$ cat src/rtl/core_mem_pkg.sv
// Shared encodings for the core memory arbiter and its helpers.
// Grant selection lives here so the round-robin rule has one definition.
package core_mem_pkg;

  localparam logic [1:0] ARB_IDLE = 2'd0;
  localparam logic [1:0] ARB_BUSY = 2'd1;
  localparam logic [1:0] ARB_RESP = 2'd2;

  localparam logic GNT_FETCH = 1'b0;
  localparam logic GNT_DATA  = 1'b1;

  localparam logic [3:0] BE_ALL = 4'hF;

  // On a tie the requester that did not win last time goes next.
  function automatic logic arb_pick(input logic i_req, input logic d_req, input logic last);
    if (i_req && d_req) return (last == GNT_DATA) ? GNT_FETCH : GNT_DATA;
    return d_req ? GNT_DATA : GNT_FETCH;
  endfunction

endpackage

$ cat src/rtl/mem_timeout_cnt.sv
// 8-bit transaction watchdog: clear wins over enable, expired flags TIMEOUT-1.
module mem_timeout_cnt #(
  parameter int TIMEOUT = 16
) (
  input  logic clk,
  input  logic rst,
  input  logic clr_i,
  input  logic en_i,
  output logic expired_o
);

  localparam logic [7:0] LAST = 8'(TIMEOUT - 1);

  logic [7:0] cnt_q;

  always_ff @(posedge clk) begin
    if (rst)        cnt_q <= 8'd0;
    else if (clr_i) cnt_q <= 8'd0;
    else if (en_i)  cnt_q <= cnt_q + 8'd1;
  end

  assign expired_o = (cnt_q == LAST);

endmodule

$ cat src/rtl/core_mem_arbiter.sv
// Shares one single-port memory between instruction fetch and the LSU.
// IDLE grants, BUSY holds the latched request on mem_*, RESP pulses one ack.
module core_mem_arbiter
  import core_mem_pkg::*;
#(
  parameter int AW      = 32,
  parameter int TIMEOUT = 16
) (
  input  logic          clk,
  input  logic          rst,
  input  logic          i_req,
  input  logic [AW-1:0] i_addr,
  output logic          i_ack,
  output logic [31:0]   i_rdata,
  output logic          i_err,
  input  logic          d_req,
  input  logic          d_we,
  input  logic [3:0]    d_be,
  input  logic [AW-1:0] d_addr,
  input  logic [31:0]   d_wdata,
  output logic          d_ack,
  output logic [31:0]   d_rdata,
  output logic          d_err,
  output logic          mem_req,
  output logic          mem_we,
  output logic [3:0]    mem_be,
  output logic [AW-1:0] mem_addr,
  output logic [31:0]   mem_wdata,
  input  logic          mem_ack,
  input  logic [31:0]   mem_rdata
);

  logic [1:0]    state_q, state_d;
  logic          gnt_q, gnt_d;
  logic          last_q, last_d;
  logic [AW-1:0] addr_q, addr_d;
  logic          we_q, we_d;
  logic [3:0]    be_q, be_d;
  logic [31:0]   wdata_q, wdata_d;
  logic [31:0]   i_rdata_q, i_rdata_d, d_rdata_q, d_rdata_d;
  logic          i_err_q, i_err_d, d_err_q, d_err_d;
  logic          cnt_clr, cnt_en, cnt_exp;
  logic [31:0]   rsp_data;
  logic          rsp_err;

  mem_timeout_cnt #(.TIMEOUT(TIMEOUT)) u_wdog (
    .clk       (clk),
    .rst       (rst),
    .clr_i     (cnt_clr),
    .en_i      (cnt_en),
    .expired_o (cnt_exp)
  );

  always_comb begin
    state_d   = state_q;
    gnt_d     = gnt_q;
    last_d    = last_q;
    addr_d    = addr_q;
    we_d      = we_q;
    be_d      = be_q;
    wdata_d   = wdata_q;
    i_rdata_d = i_rdata_q;
    i_err_d   = i_err_q;
    d_rdata_d = d_rdata_q;
    d_err_d   = d_err_q;
    cnt_clr   = 1'b0;
    cnt_en    = 1'b0;
    // mem_ack beats the watchdog when both land in the same cycle.
    rsp_data  = (mem_ack && !we_q) ? mem_rdata : 32'd0;
    rsp_err   = !mem_ack;

    case (state_q)
      ARB_IDLE: begin
        if (i_req || d_req) begin
          gnt_d   = arb_pick(i_req, d_req, last_q);
          last_d  = gnt_d;
          state_d = ARB_BUSY;
          cnt_clr = 1'b1;
          if (gnt_d == GNT_DATA) begin
            addr_d  = d_addr;
            we_d    = d_we;
            be_d    = d_be;
            wdata_d = d_wdata;
          end else begin
            addr_d  = i_addr;
            we_d    = 1'b0;
            be_d    = BE_ALL;
            wdata_d = 32'd0;
          end
        end
      end
      ARB_BUSY: begin
        if (mem_ack || cnt_exp) begin
          state_d = ARB_RESP;
          if (gnt_q == GNT_DATA) begin
            d_rdata_d = rsp_data;
            d_err_d   = rsp_err;
          end else begin
            i_rdata_d = rsp_data;
            i_err_d   = rsp_err;
          end
        end else begin
          cnt_en = 1'b1;
        end
      end
      ARB_RESP: state_d = ARB_IDLE;
      default:  state_d = ARB_IDLE;
    endcase
  end

  always_ff @(posedge clk) begin
    if (rst) begin
      state_q   <= ARB_IDLE;
      gnt_q     <= GNT_FETCH;
      last_q    <= GNT_DATA;
      addr_q    <= '0;
      we_q      <= 1'b0;
      be_q      <= 4'd0;
      wdata_q   <= 32'd0;
      i_rdata_q <= 32'd0;
      i_err_q   <= 1'b0;
      d_rdata_q <= 32'd0;
      d_err_q   <= 1'b0;
    end else begin
      state_q   <= state_d;
      gnt_q     <= gnt_d;
      last_q    <= last_d;
      addr_q    <= addr_d;
      we_q      <= we_d;
      be_q      <= be_d;
      wdata_q   <= wdata_d;
      i_rdata_q <= i_rdata_d;
      i_err_q   <= i_err_d;
      d_rdata_q <= d_rdata_d;
      d_err_q   <= d_err_d;
    end
  end

  assign mem_req   = (state_q == ARB_BUSY);
  assign mem_we    = we_q;
  assign mem_be    = be_q;
  assign mem_addr  = addr_q;
  assign mem_wdata = wdata_q;

  assign i_ack   = (state_q == ARB_RESP) && (gnt_q == GNT_FETCH);
  assign d_ack   = (state_q == ARB_RESP) && (gnt_q == GNT_DATA);
  assign i_rdata = i_rdata_q;
  assign i_err   = i_err_q;
  assign d_rdata = d_rdata_q;
  assign d_err   = d_err_q;

endmodule

$ cat config.mk
export PLATFORM = sky130hd
export DESIGN_NAME = core_mem_arbiter
export DESIGN_NICKNAME = d
export VERILOG_FILES = /design/src/rtl/core_mem_pkg.sv /design/src/rtl/mem_timeout_cnt.sv /design/src/rtl/core_mem_arbiter.sv
export SDC_FILE = /design/constraint.sdc
export NUM_CORES = 1
export LEC_CHECK = 0
export ABC_AREA = 1
export CELL_PAD_IN_SITES_DETAIL_PLACEMENT = 0
export CELL_PAD_IN_SITES_GLOBAL_PLACEMENT = 1
export CORE_MARGIN = 2
export CORE_UTILIZATION = 31
export DETAILED_ROUTE_END_ITERATION = 8
export GPL_TIMING_DRIVEN = 0
export PLACE_DENSITY = 0.95
export SETUP_SLACK_MARGIN = 0.4
export SLEW_MARGIN = 10
export SYNTH_ARGS = -nofsm -noshare
export SYNTH_HDL_FRONTEND = slang
export SYNTH_SLANG_ARGS = --single-unit
$ cat constraint.sdc
create_clock -name clk -period 3.88 [get_ports clk]
set_input_delay 0.776 -clock clk [delete_from_list [all_inputs] [get_ports clk]]
set_output_delay 0.776 -clock clk [all_outputs]
set_load 0.05 [all_outputs]
# Word-level counts from Yosys, hierarchy flattened
# Index checks and enable logic that the tools add are counted.
# Widths: inputs -> output; s select.
[word_totals]
inputBits = 138
regBits = 147
output_inout_bits = 138
elab_cells = 54
[classes]
n_reduce_logical = 14
add_sub_neg = 1
eq_ne = 5
muxes = 21
bitwise = 1
[op_table]
columns = ["operator", "count"]
rows = [
  ["$mux 32", 3],
  ["$mux 1", 14],
  ["$add 8x1->8 const B", 1],
  ["$eq 8x4->1 const B", 1],
  ["$reduce_and 3->1", 2],
  ["$logic_and 1x1->1", 4],
  ["$mux 2", 2],
  ["$mux 4", 1],
  ["$pmux 2 s2", 1],
  ["$reduce_and 2->1", 2],
  ["$eq 2x1->1 const B", 1],
  ["$eq 2x2->1 const B", 1],
  ["$logic_not 1->1", 2],
  ["$logic_not 2->1", 1],
  ["$logic_or 1x1->1", 2],
  ["$ne 2x1->1 const B", 1],
  ["$ne 2x2->1 const B", 1],
  ["$reduce_or 2->1", 1],
  ["$not 1->1", 1],
]

# Longest topological paths before layout
# Gate-level depths: netlist of run 1.
[depth]
word_depth = 8
depth_mapped = 8
ltp_nobuf = 8

# By module
# From an unflattened synthesis of run 1, not the netlist that was laid out.
[unflattened]
hier_cells = 1001
hier_area_um2 = 6541.3
[by_module_without_submodules]
columns = ["mod", "seq_area_each_um2", "cells_each", "area_each_um2", "instances"]
rows = [
  ["core_mem_arbiter", 2782.7, 946, 6164.7, 1],
  ["mem_timeout_cnt", 160.2, 55, 376.6, 1],
]

# Least setup slack after synthesis of run 1
# Ideal clock, no wire load.
[synth_timing]
path_type = "flip-flop to output port"
startpoint = "reg gnt_q"
endpoint = "out d_ack"
slack_ps = 1584
path_stages_with_launch = 3
t_required_ps = 3104
t_arrival_ps = 1520
cell_sequence = "dfxtp_1 > inv_2 > nor3_1"
[synth_between]
elab_chain_len = 1
[synth_rtl]
columns = ["item", "line_no", "text"]
rows = [
  ["start, declared", "core_mem_arbiter.sv:34", "logic gnt_q, gnt_d;"],
  ["start signal, assigned", "core_mem_arbiter.sv:126", "gnt_q <= gnt_d;"],
  ["$logic_and 1x1->1", "core_mem_arbiter.sv:146", "assign d_ack = (state_q == ARB_RESP) && (gnt_q == GNT_DATA);"],
  ["end, declared", "core_mem_arbiter.sv:21", "output logic d_ack,"],
]
# No other way between the ends.

# Worst setup path in the final report of run 1
[layout_timing]
startpoint = "reg state_q[0]"
endpoint = "out mem_req"
[layout_between]
elab_chain_len = 1
[layout_rtl]
columns = ["item", "line_no", "text"]
rows = [
  ["start, declared", "core_mem_arbiter.sv:33", "logic [1:0] state_q, state_d;"],
  ["start signal, assigned", "core_mem_arbiter.sv:125", "state_q <= state_d;"],
  ["$eq 2x1->1", "core_mem_arbiter.sv:139", "assign mem_req = (state_q == ARB_BUSY);"],
  ["end, declared", "core_mem_arbiter.sv:24", "output logic mem_req,"],
]
# No other way between the ends.

==> summary.md, run 1 <==
| Metric | Value |
|---|---|
| Status | `finished clean` |
| Ys flop type | `dfxtp_1` |
| Gate power share | `0.220` |
| Yosys top cell area share | `0.500` |
| Delay-heaviest family, CP | `buffers and inverters` |
| DIE WIDTH | `142 µm` |
| Max_cap viols | `0` |
| Pins over their slew limit | `0` |
| CP Capture Type | `primary output` |
| Worst-Skew Late Latency | `0.42 ns` |
| Worst Path Buf+Inv | `3` |
| Max FO, Critical Path | `10` |
| Sequential power share | `0.381` |
| Final Skew | `0.0108 ns` |
| Hold Slack | `about 0.46 ns` |
| Layout cells sized above 1 | `0.0524` |
| Setup TNS | `0 ns` |
| Worst Path Arrival | `2.08 ns` |
| FF-to-FF End | `mem_addr[22]$_SDFFE_PP0P_` |
| Area post-placement | `approximately 8900 µm²` |
| Via count | `slightly above 6000` |
| CTS tree | `done` |
| Share of flip-flops with an asynchronous set or reset | `0` |
| Syn. warnings | `0` |
| Layout Nets | `between 1000 and 1500` |
| CP Launch Type | `flop` |
| Number of synthesized register bits | `147` |
| Distinct cells, synth | `25` |
| Mapped Avg Cell Area | `around 7.5 µm²` |
| # IOs | `276` |
| Initial core utilization | `0.316` |
| Maximum clock insertion buffer count | `2` |
| CP peak stage delay | `0.88 ns` |
| Antenna Cells | `0` |
| Clock Pin Slew Worst Setup and Hold Paths | `0.06 ns` |
| Max transition margin | `0.549` |
| Die area | `between 20000 and 25000 µm²` |
| CP max-delay cell | `clkdlybuf4s50_1` |
| Endpoints failing setup | `0` |
| Reg2reg path depth | `6` |
| Area contributors post-synth | `dfxtp_1 (50%), nand2_1 (12%), nor2_1 (9.6%)` |
| Final Hold Viols | `0` |
| Placement Rows | `50` |
| Worst Path Required | `3.10 ns` |
| Root Buffer Master | `clkbuf_16` |
| Post-CTS setup buffer count | `0` |
| DRC viols | `0` |
| Cts hold-fix bufs | `0` |
| Clock power frac | `0.398` |
| Post-synth EDFFs | `0` |
| Sw Share | `0.306` |
| Die Y-Extent | `142 µm` |
| First-pass GRT wire length | `~31 mm` |
| Pleak | `~3.9 nW` |
| Post-Synthesis Cells | `781` |
| Final period util | `0.736` |
| Area Overhead vs Synth | `62.2%` |
| DPL Wire Length | `about 16 mm` |
| Num CTS Buffers | `17` |
| Flop-to-flop setup slack | `approximately 1.9 ns` |
| Post-layout min period | `~2.9 ns` |
| Synth area leader | `dfxtp_1` |
| Peak VDD IR | `between 300 and 400 µV` |
| GR Overflow Total | `0` |
| Vias in the first global route | `5951` |
| Syn Nets | `just over 900` |
| Pint | `about 3.0 mW` |
| Actual slew at the worst max-slew pin | `approximately 0.68 ns` |
| Finished Cell Area | `between 9000 and 10000 µm²` |
| P_sw | `roughly 1.3 mW` |
| Worst r2r src | `state_q[1]$_SDFFE_PP0P_` |
| Detail Route Antenna Nets | `0` |
| Commonest cells in the synthesized netlist | `nand2_1 (183), nor2_1 (150), dfxtp_1 (147)` |
| Initial DRC Count | `between 200 and 300` |
| Initial antenna violation count | `0` |
| PD cells | `about 450 nW/µm²` |
| Port-buffer cells | `roughly 280` |
| Count leader, synth | `nand2_1` |
| Unrepaired setup endpoints after global routing | `no` |
| Drt first pass iters | `5` |
| Drt wl/cell | `15.4 µm` |
| All-layer global routing usage | `0.199` |
| Synth Cell Area | `between 5000 and 6000 µm²` |
| Vias per std cell | `4.71` |
| WL final | `20.3 mm` |
| Sequential cell area fraction in the yosys report | `0.500` |
| Setup CP Type | `reg -> out` |
| Post-CTS sizing | `0` |
| Worst Setup SP | `state_q[0]$_SDFFE_PP0P_` |
| Total power | `approximately 4.3 mW` |
| Core box area | `18600 µm²` |
| Worst setup path end | `mem_req` |
| Final core occ | `0.512` |
| Crit path depth | `4` |
| CTS H-tree depth | `4` |
| Sink Count | `about 150` |
| Final GP Congestion | `between 0.8 and 0.9` |
| Pin count of the biggest net entering global routing | `17` |
| Fillers | `about 1800` |
| Crit-path cells | `inv_1 -> nor2_1 -> buf_2 -> clkdlybuf4s50_1` |
| Max Freq | `350 MHz` |
| Hold Crit Class | `reg -> reg` |
==> worst register-to-register path, cell delays in order (launching register included) <==
cell and delay (ns):
dfxtp_1 0.32, inv_1 0.09, nand2_1 0.12, nor2_1 0.44, nand2_1 0.27, clkbuf_1 0.32
o31ai_1 0.32
==> how the worst min path moves through the flow <==
stage | from | endpoint | slack (ns) | cells after the start
3_5_place_dp | mem_addr[21]$_SDFFE_PP0P_ | mem_addr[21]$_SDFFE_PP0P_ | 0.44 | 2
2_1_floorplan | last_q$_SDFFE_PP1P_ | last_q$_SDFFE_PP1P_ | 0.43 | 2
4_1_cts | i_err$_SDFFE_PP0P_ | i_err$_SDFFE_PP0P_ | 0.45 | 2
6_report | mem_addr[21]$_SDFFE_PP0P_ | mem_addr[21]$_SDFFE_PP0P_ | 0.46 | 2
5_1_grt | mem_addr[21]$_SDFFE_PP0P_ | mem_addr[21]$_SDFFE_PP0P_ | 0.48 | 2
3_3_place_gp | mem_addr[25]$_SDFFE_PP0P_ | mem_addr[25]$_SDFFE_PP0P_ | 0.44 | 2
==> area by class of cell <==
class                   instances  area, µm²  share of cell area
flip-flops and latches        147       2940               0.308
repair buffers                275       2750               0.288
multi-input cells             504       2420               0.254
clock buffers                  20        447              0.0468
inverters                      80        300              0.0314
well taps                     234        293              0.0307
plain buffers                  50        224              0.0235
clock inverters                12        170              0.0178
==> logic make-up (layout without fill, tap and decap cells) <==
logic type	after synthesis	count (layout)	share of synthesized area
simple gates	384	384	0.261
buf+inv	130	437	0.0890
xor+xnor	4	4	0.00595
compound gates	115	115	0.142
flops	147	147	0.500
fa+ha+maj	1	1	0.00212
==> metrics by stage <==
step	setup WS, ns	std cells
after floorplan	1.58	781
after global placement	0.828	1290
after detailed placement	0.843	1290
after CTS	1.03	1322
after global routing	0.952	1322
final	1.02	1322
==> flip-flops by register name (all words and copies together) (netlist names) <==
name,cells
mem_we,1
i_err,1
mem_addr,32
u_wdog.cnt_q,8
mem_be,4
d_err,1
state_q,2
i_rdata,32
gnt_q,1
d_rdata,32
mem_wdata,32
last_q,1
==> cells in the final DEF, fill, tap and decap left out, drive strengths merged <==
master / n
a21oi: 43
a32o: 33
buf: 23
bufinv: 3
clkbuf: 47
clkdlybuf4s50: 275
clkinv: 5
clkinvlp: 1
dfxtp: 147
ha: 1
inv: 83
nand2: 183
nand3: 33
nand3b: 1
nand4: 13
nor2: 151
nor3: 3
o21ai: 4
o21bai: 1
o22ai: 1
o31ai: 33
xnor2: 2
xor2: 2
==> power groups by stage <==
| stage | Combinational (mW) | Sequential, mW | Clock (mW) |
|---|---|---|---|
| floorplan | 0.251 | 1.98 | 0 |
| global placement | 0.952 | 1.68 | 0 |
| detailed placement | 0.957 | 1.68 | 0 |
| CTS | 0.961 | 1.65 | 1.75 |
| global route | 1.02 | 1.66 | 1.82 |
| finish | 0.954 | 1.65 | 1.72 |
==> per-layer routing <==
layer,up-vias,global-route usage,wire [µm]
met5,-,0,0
met4,0,0.0805,456
met3,27,0.0665,1810
met2,248,0.333,9610
met1,2829,0.237,8430
li1,3118,-,-
(Power assumes the default switching activity.)
==> inputs of run 2 (changes only) <==
- CORE_UTILIZATION: 31 -> 26
- PLACE_DENSITY: 0.95 -> 0.85
- clock period: 3.88 -> 2.6 ns (I/O delays scaled with it)
==> summary.md, run 2 (synthesized netlist as in run 1, its figures left out) <==
| Metric | Value |
|---|---|
| Clock Pin Slew Worst Setup and Hold Paths | `around 0.06 ns` |
| Pre-CTS WS | `-0.202 ns` |
| Endpoints failing setup | `0` |
| Hold_sp | `i_err$_SDFFE_PP0P_` |
| Via count | `6170` |
| Die Y-Extent | `approximately 150 µm` |
| All-layer global routing usage | `0.176` |
| Final Hold Viols | `0` |
| DRC viols | `0` |
| Drt wl/cell | `about 15 µm` |
| PD cells | `between 600 and 700 nW/µm²` |
| Area Overhead vs Synth | `62.5%` |
| Pin count of the biggest net entering global routing | `17` |
| Layout Nets | `~1200` |
| Post-layout min period | `roughly 2.2 ns` |
| Flop-to-flop setup slack | `roughly 0.8 ns` |
| Final Skew | `0.00957 ns` |
| Detail Route Antenna Nets | `0` |
| Most frequent cells in the layout | `clkdlybuf4s50_1 (269), nand2_1 (183), nor2_1 (149)` |
| Core box area | `roughly 22000 µm²` |
| Post-CTS setup buffer count | `0` |
| DPL Wire Length | `around 16 mm` |
| CP max-delay cell | `clkdlybuf4s50_1` |
| Hold Crit Depth | `2` |
| Delay-heaviest family, CP | `buffers and inverters` |
| Worst Path Arrival | `1.64 ns` |
| Root Buffer Master | `clkbuf_16` |
| Sink Count | `roughly 150` |
| GR Overflow Total | `0` |
| Die area | `23900 µm²` |
| FF-to-FF End | `i_rdata[26]$_SDFFE_PP0P_` |
| CTS H-tree depth | `4` |
| Initial core utilization | `0.262` |
| Post-layout worst setup margin | `around 0.44 ns` |
| Port-buffer cells | `275` |
| Maximum clock insertion buffer count | `2` |
| Max_cap viols | `0` |
| Worst Path Buf+Inv | `1` |
| Fillers | `2311` |
| Worst r2r src | `u_wdog.cnt_q[0]$_SDFFE_PP0P_` |
| Max FO, Critical Path | `2` |
| Status | `finished clean` |
| Num CTS Buffers | `17` |
| Pins over their slew limit | `0` |
| Pleak | `3.93 nW` |
| Peak VDD IR | `384 µV` |
| CP peak stage delay | `~0.84 ns` |
| Final GP Congestion | `between 0.8 and 0.9` |
| Max Freq | `463 MHz` |
| CTS tree | `done` |
| Worst Path Required | `about 2.1 ns` |
| Total power | `around 6.3 mW` |
| Cts hold-fix bufs | `0` |
| Vias per std cell | `4.49` |
| Setup CP Type | `reg -> out` |
| Unrepaired setup endpoints after global routing | `no` |
| Drt first pass iters | `5` |
| Worst-Skew Late Latency | `between 0.4 and 0.5 ns` |
| Final core occ | `0.427` |
| Initial antenna violation count | `1` |
| Initial DRC Count | `between 200 and 300` |
| Layout cells sized above 1 | `0.0570` |
| Vias in the first global route | `about 6100` |
| CP Capture Type | `primary output` |
| Max transition margin | `0.541` |
| CP Launch Type | `flop` |
| First-pass GRT wire length | `about 33 mm` |
| Leading cell type in the layout, fill and taps excluded | `clkdlybuf4s50_1` |
| Crit-path cells | `clkdlybuf4s50_1` |
| DIE WIDTH | `about 150 µm` |
| # IOs | `276` |
| WHS Endpoint | `i_err$_SDFFE_PP0P_` |
| Hold Crit Class | `reg -> reg` |
| Final period util | `0.831` |
| Setup TNS | `0 ns` |
| Placement Rows | `55` |
| Reg2reg path depth | `8` |
| Actual slew at the worst max-slew pin | `around 0.69 ns` |
| WL final | `roughly 21 mm` |
==> run 2: cell types whose count changed in the layout (fill, tap and decap cells not counted), moves of 3 or more <==
cell             delta
clkinv_4            -3
clkdlybuf4s50_1     -6
dlygate4sd2_1       +3
clkinvlp_4          +4
==> run 2: stage by stage <==
stage	instances	hold slack, ns	instance area [µm²]
2_1_floorplan	781	0.429	5890
3_3_place_gp	1341	0.438	9000
3_5_place_dp	1341	0.441	9000
4_1_cts	1373	0.450	9570
5_1_grt	1373	0.476	9570
6_report	1374	0.451	9570
==> run 2: layout make-up <==
cell class / instances / area (µm²) / area share
tap: 285 / 357 / 0.0373
antenna: 1 / 2.50 / 0.000261
buffer: 50 / 225 / 0.0235
sequential: 147 / 2940 / 0.307
multi-input combinational: 504 / 2420 / 0.253
clock inverter: 14 / 143 / 0.0149
timing repair buffer: 275 / 2750 / 0.287
inverter: 80 / 300 / 0.0314
clock buffer: 18 / 429 / 0.0448
==> run 2: routing by layer <==
| layer | track usage | vias to the layer above | part of all wire |
|---|---|---|---|
| met1 | 0.209 | 2782 | 0.42 |
| met4 | 0.0538 | 0 | 0.014 |
| met3 | 0.0625 | 23 | 0.096 |
| met5 | 0 | - | 0 |
| li1 | - | 3124 | - |
| met2 | 0.298 | 241 | 0.47 |
==> run 2: how the worst max path moves through the flow <==
stage	from	depth (start not counted)	slack [ns]	endpoint
final	mem_addr[26]$_SDFFE_PP0P_	1	0.44	mem_addr[26]
after global routing	mem_addr[26]$_SDFFE_PP0P_	1	0.41	mem_addr[26]
after CTS	state_q[0]$_SDFFE_PP0P_	4	0.31	mem_req
after detailed placement	rst	6	-0.20	mem_addr[27]$_SDFFE_PP0P_
after global placement	rst	6	-0.19	mem_addr[27]$_SDFFE_PP0P_
after floorplan	gnt_q$_SDFFE_PP0P_	2	0.56	d_ack
==> run 2: timing repair <==
action                                  in CTS  in global routing
gates cloned                                 0                  0
endpoints found under the setup margin      15                 24
resized for setup                            9                  4
pin swaps                                    0                  0
==> run 2: report_power, final <==
group	internal [mW]	leakage (nW)	switching [mW]
clock	1.35	0.264	1.07
combinational	0.532	2.46	0.892
sequential	2.39	1.20	0.0787
total	4.27	3.93	2.04
==> inputs of run 3 (changes only) <==
- clock period: 2.6 -> 1.95 ns (I/O delays scaled with it)
==> summary.md, run 3 (synthesized netlist as in run 1, its figures left out) <==
| Metric | Value |
|---|---|
| Cts hold-fix bufs | `0` |
| DIE WIDTH | `~150 µm` |
| CP Capture Type | `primary output` |
| Fillers | `2335` |
| Max transition margin | `0.556` |
| Post-layout min period | `~1.6 ns` |
| Hold Crit Class | `in -> reg` |
| Vias per std cell | `around 4.6` |
| Root Buffer Master | `clkbuf_16` |
| Hold_sp | `mem_ack` |
| Endpoints failing setup | `0` |
| Worst r2r src | `u_wdog.cnt_q[1]$_SDFFE_PP0P_` |
| Pleak | `roughly 4.4 nW` |
| Leading cell type in the layout, fill and taps excluded | `nand2_1` |
| Total power | `8.55 mW` |
| Actual slew at the worst max-slew pin | `about 0.67 ns` |
| Layout cells sized above 1 | `0.272` |
| Worst Path Buf+Inv | `2` |
| Final GP Congestion | `about 0.79` |
| Final Hold Viols | `0` |
| Placement Rows | `55` |
| PD cells | `roughly 900 nW/µm²` |
| Worst Path Arrival | `around 1.2 ns` |
| Via count | `roughly 6400` |
| Setup CP Type | `reg -> out` |
| WL final | `~22 mm` |
| Delay-heaviest family, CP | `flip-flops` |
| Pin count of the biggest net entering global routing | `17` |
| Sink Count | `147` |
| DRC viols | `0` |
| Die area | `23900 µm²` |
| Num CTS Buffers | `17` |
| Peak VDD IR | `between 400 and 500 µV` |
| All-layer global routing usage | `0.178` |
| Vias in the first global route | `roughly 6200` |
| # IOs | `between 200 and 300` |
| Max_cap viols | `0` |
| CP Launch Type | `flop` |
| Maximum clock insertion buffer count | `2` |
| Final Skew | `~0.0093 ns` |
| Worst Setup SP | `gnt_q$_SDFFE_PP0P_` |
| Max FO, Critical Path | `3` |
| Port-buffer cells | `~280` |
| Crit-path cells | `clkinv_8 -> nor3_4 -> buf_6` |
| Worst-Skew Late Latency | `0.43 ns` |
| Pins over their slew limit | `0` |
| Area post-placement | `9010 µm²` |
| Initial DRC Count | `between 200 and 300` |
| Placed cell count | `around 1300` |
| Area Overhead vs Synth | `62.9%` |
| Die Y-Extent | `roughly 150 µm` |
| Finished Cell Area | `9590 µm²` |
| GR Overflow Total | `0` |
| Initial antenna violation count | `1` |
| Hold Slack | `0.422 ns` |
| Layout Nets | `1229` |
| CP peak stage delay | `0.40 ns` |
| Antenna Cells | `0` |
| CTS H-tree depth | `4` |
| Most frequent cells in the layout | `nand2_1 (168), dfxtp_1 (140), clkdlybuf4s50_1 (136)` |
| Detail Route Antenna Nets | `0` |
| Initial core utilization | `0.262` |
| Drt wl/cell | `between 15 and 20 µm` |
| Unrepaired setup endpoints after global routing | `yes` |
| Status | `finished clean` |
| CP max-delay cell | `dfxtp_4` |
| Drt first pass iters | `4` |
| Clock Pin Slew Worst Setup and Hold Paths | `~0.07 ns` |
| First-pass GRT wire length | `around 33 mm` |
| CTS tree | `done` |
| Final period util | `0.834` |
| Final Non-Filler Cells | `1387` |
| DPL Wire Length | `~16 mm` |
| Core box area | `between 20000 and 25000 µm²` |
| Worst Path Required | `between 1.5 and 2 ns` |
| Max Freq | `slightly above 600 MHz` |
| Setup TNS | `0 ns` |
## run 3: cell count changes in the layout (fill, tap and decap cells not counted), sizes merged, moves of 3 or more
cell           before  now
buf                23  166
clkdlybuf4s50     269  136
clkdlybuf4s18       0   10
clkbuf             46   40
clkdlybuf4s15       1    4
dlygate4sd2         3    0
## run 3: routing by layer
metal,track usage,wire length (µm)
met5,0,13
met4,0.0582,314
met3,0.0647,1950
met2,0.309,10800
met1,0.203,8960
## run 3: power breakdown
group / internal, mW / switching [mW] / total, mW
registers: 3.18 / 0.0996 / 3.28
logic: 0.667 / 1.26 / 1.93
clock network: 1.92 / 1.42 / 3.34
total: 5.77 / 2.78 / 8.55
## run 3: area by class of cell
| type | instances | area (µm²) | area share |
|---|---|---|---|
| Clock inverter | 14 | 166 | 0.0173 |
| Clock buffer | 17 | 425 | 0.0444 |
| Tap cell | 285 | 357 | 0.0372 |
| Multi-Input combinational cell | 504 | 2680 | 0.280 |
| Inverter | 80 | 323 | 0.0337 |
| Timing Repair Buffer | 290 | 2350 | 0.245 |
| Sequential cell | 147 | 2960 | 0.309 |
| Buffer | 50 | 329 | 0.0343 |
## run 3: timing repair
item	in CTS	in global routing
setup endpoints to repair	284	236
cloned	0	2
gates resized for setup	598	249
setup buffers	8	5
pin swaps	4	16
## run 3: worst register-to-register path: cells and delay by family (launching register included)
kind	cells	cell delay, ns
and+or+nand+nor	5	0.47
DFF	1	0.36
buffers and inverters	2	0.32
AOI/OAI and AO/OA	1	0.23
adders and majority gates	1	0.15
## run 3: worst paths after layout
check / end / cells past startpoint / slack, ns
setup / recovery: d_ack / 3 / 0.32
hold / removal: d_err$_SDFFE_PP0P_ / 4 / 0.42
setup reg to reg: i_rdata[1]$_SDFFE_PP0P_ / 9 / 0.36
hold reg to reg: mem_addr[0]$_SDFFE_PP0P_ / 2 / 0.45
## run 3: per-stage QoR
| stage | setup slack [ns] | utilization |
|---|---|---|
| 2_1_floorplan | 0.427 | - |
| 3_3_place_gp | -0.654 | 0.402 |
| 3_5_place_dp | -0.650 | 0.402 |
| 4_1_cts | 0.264 | 0.432 |
| 5_1_grt | 0.279 | 0.428 |
| 6_report | 0.324 | 0.428 |
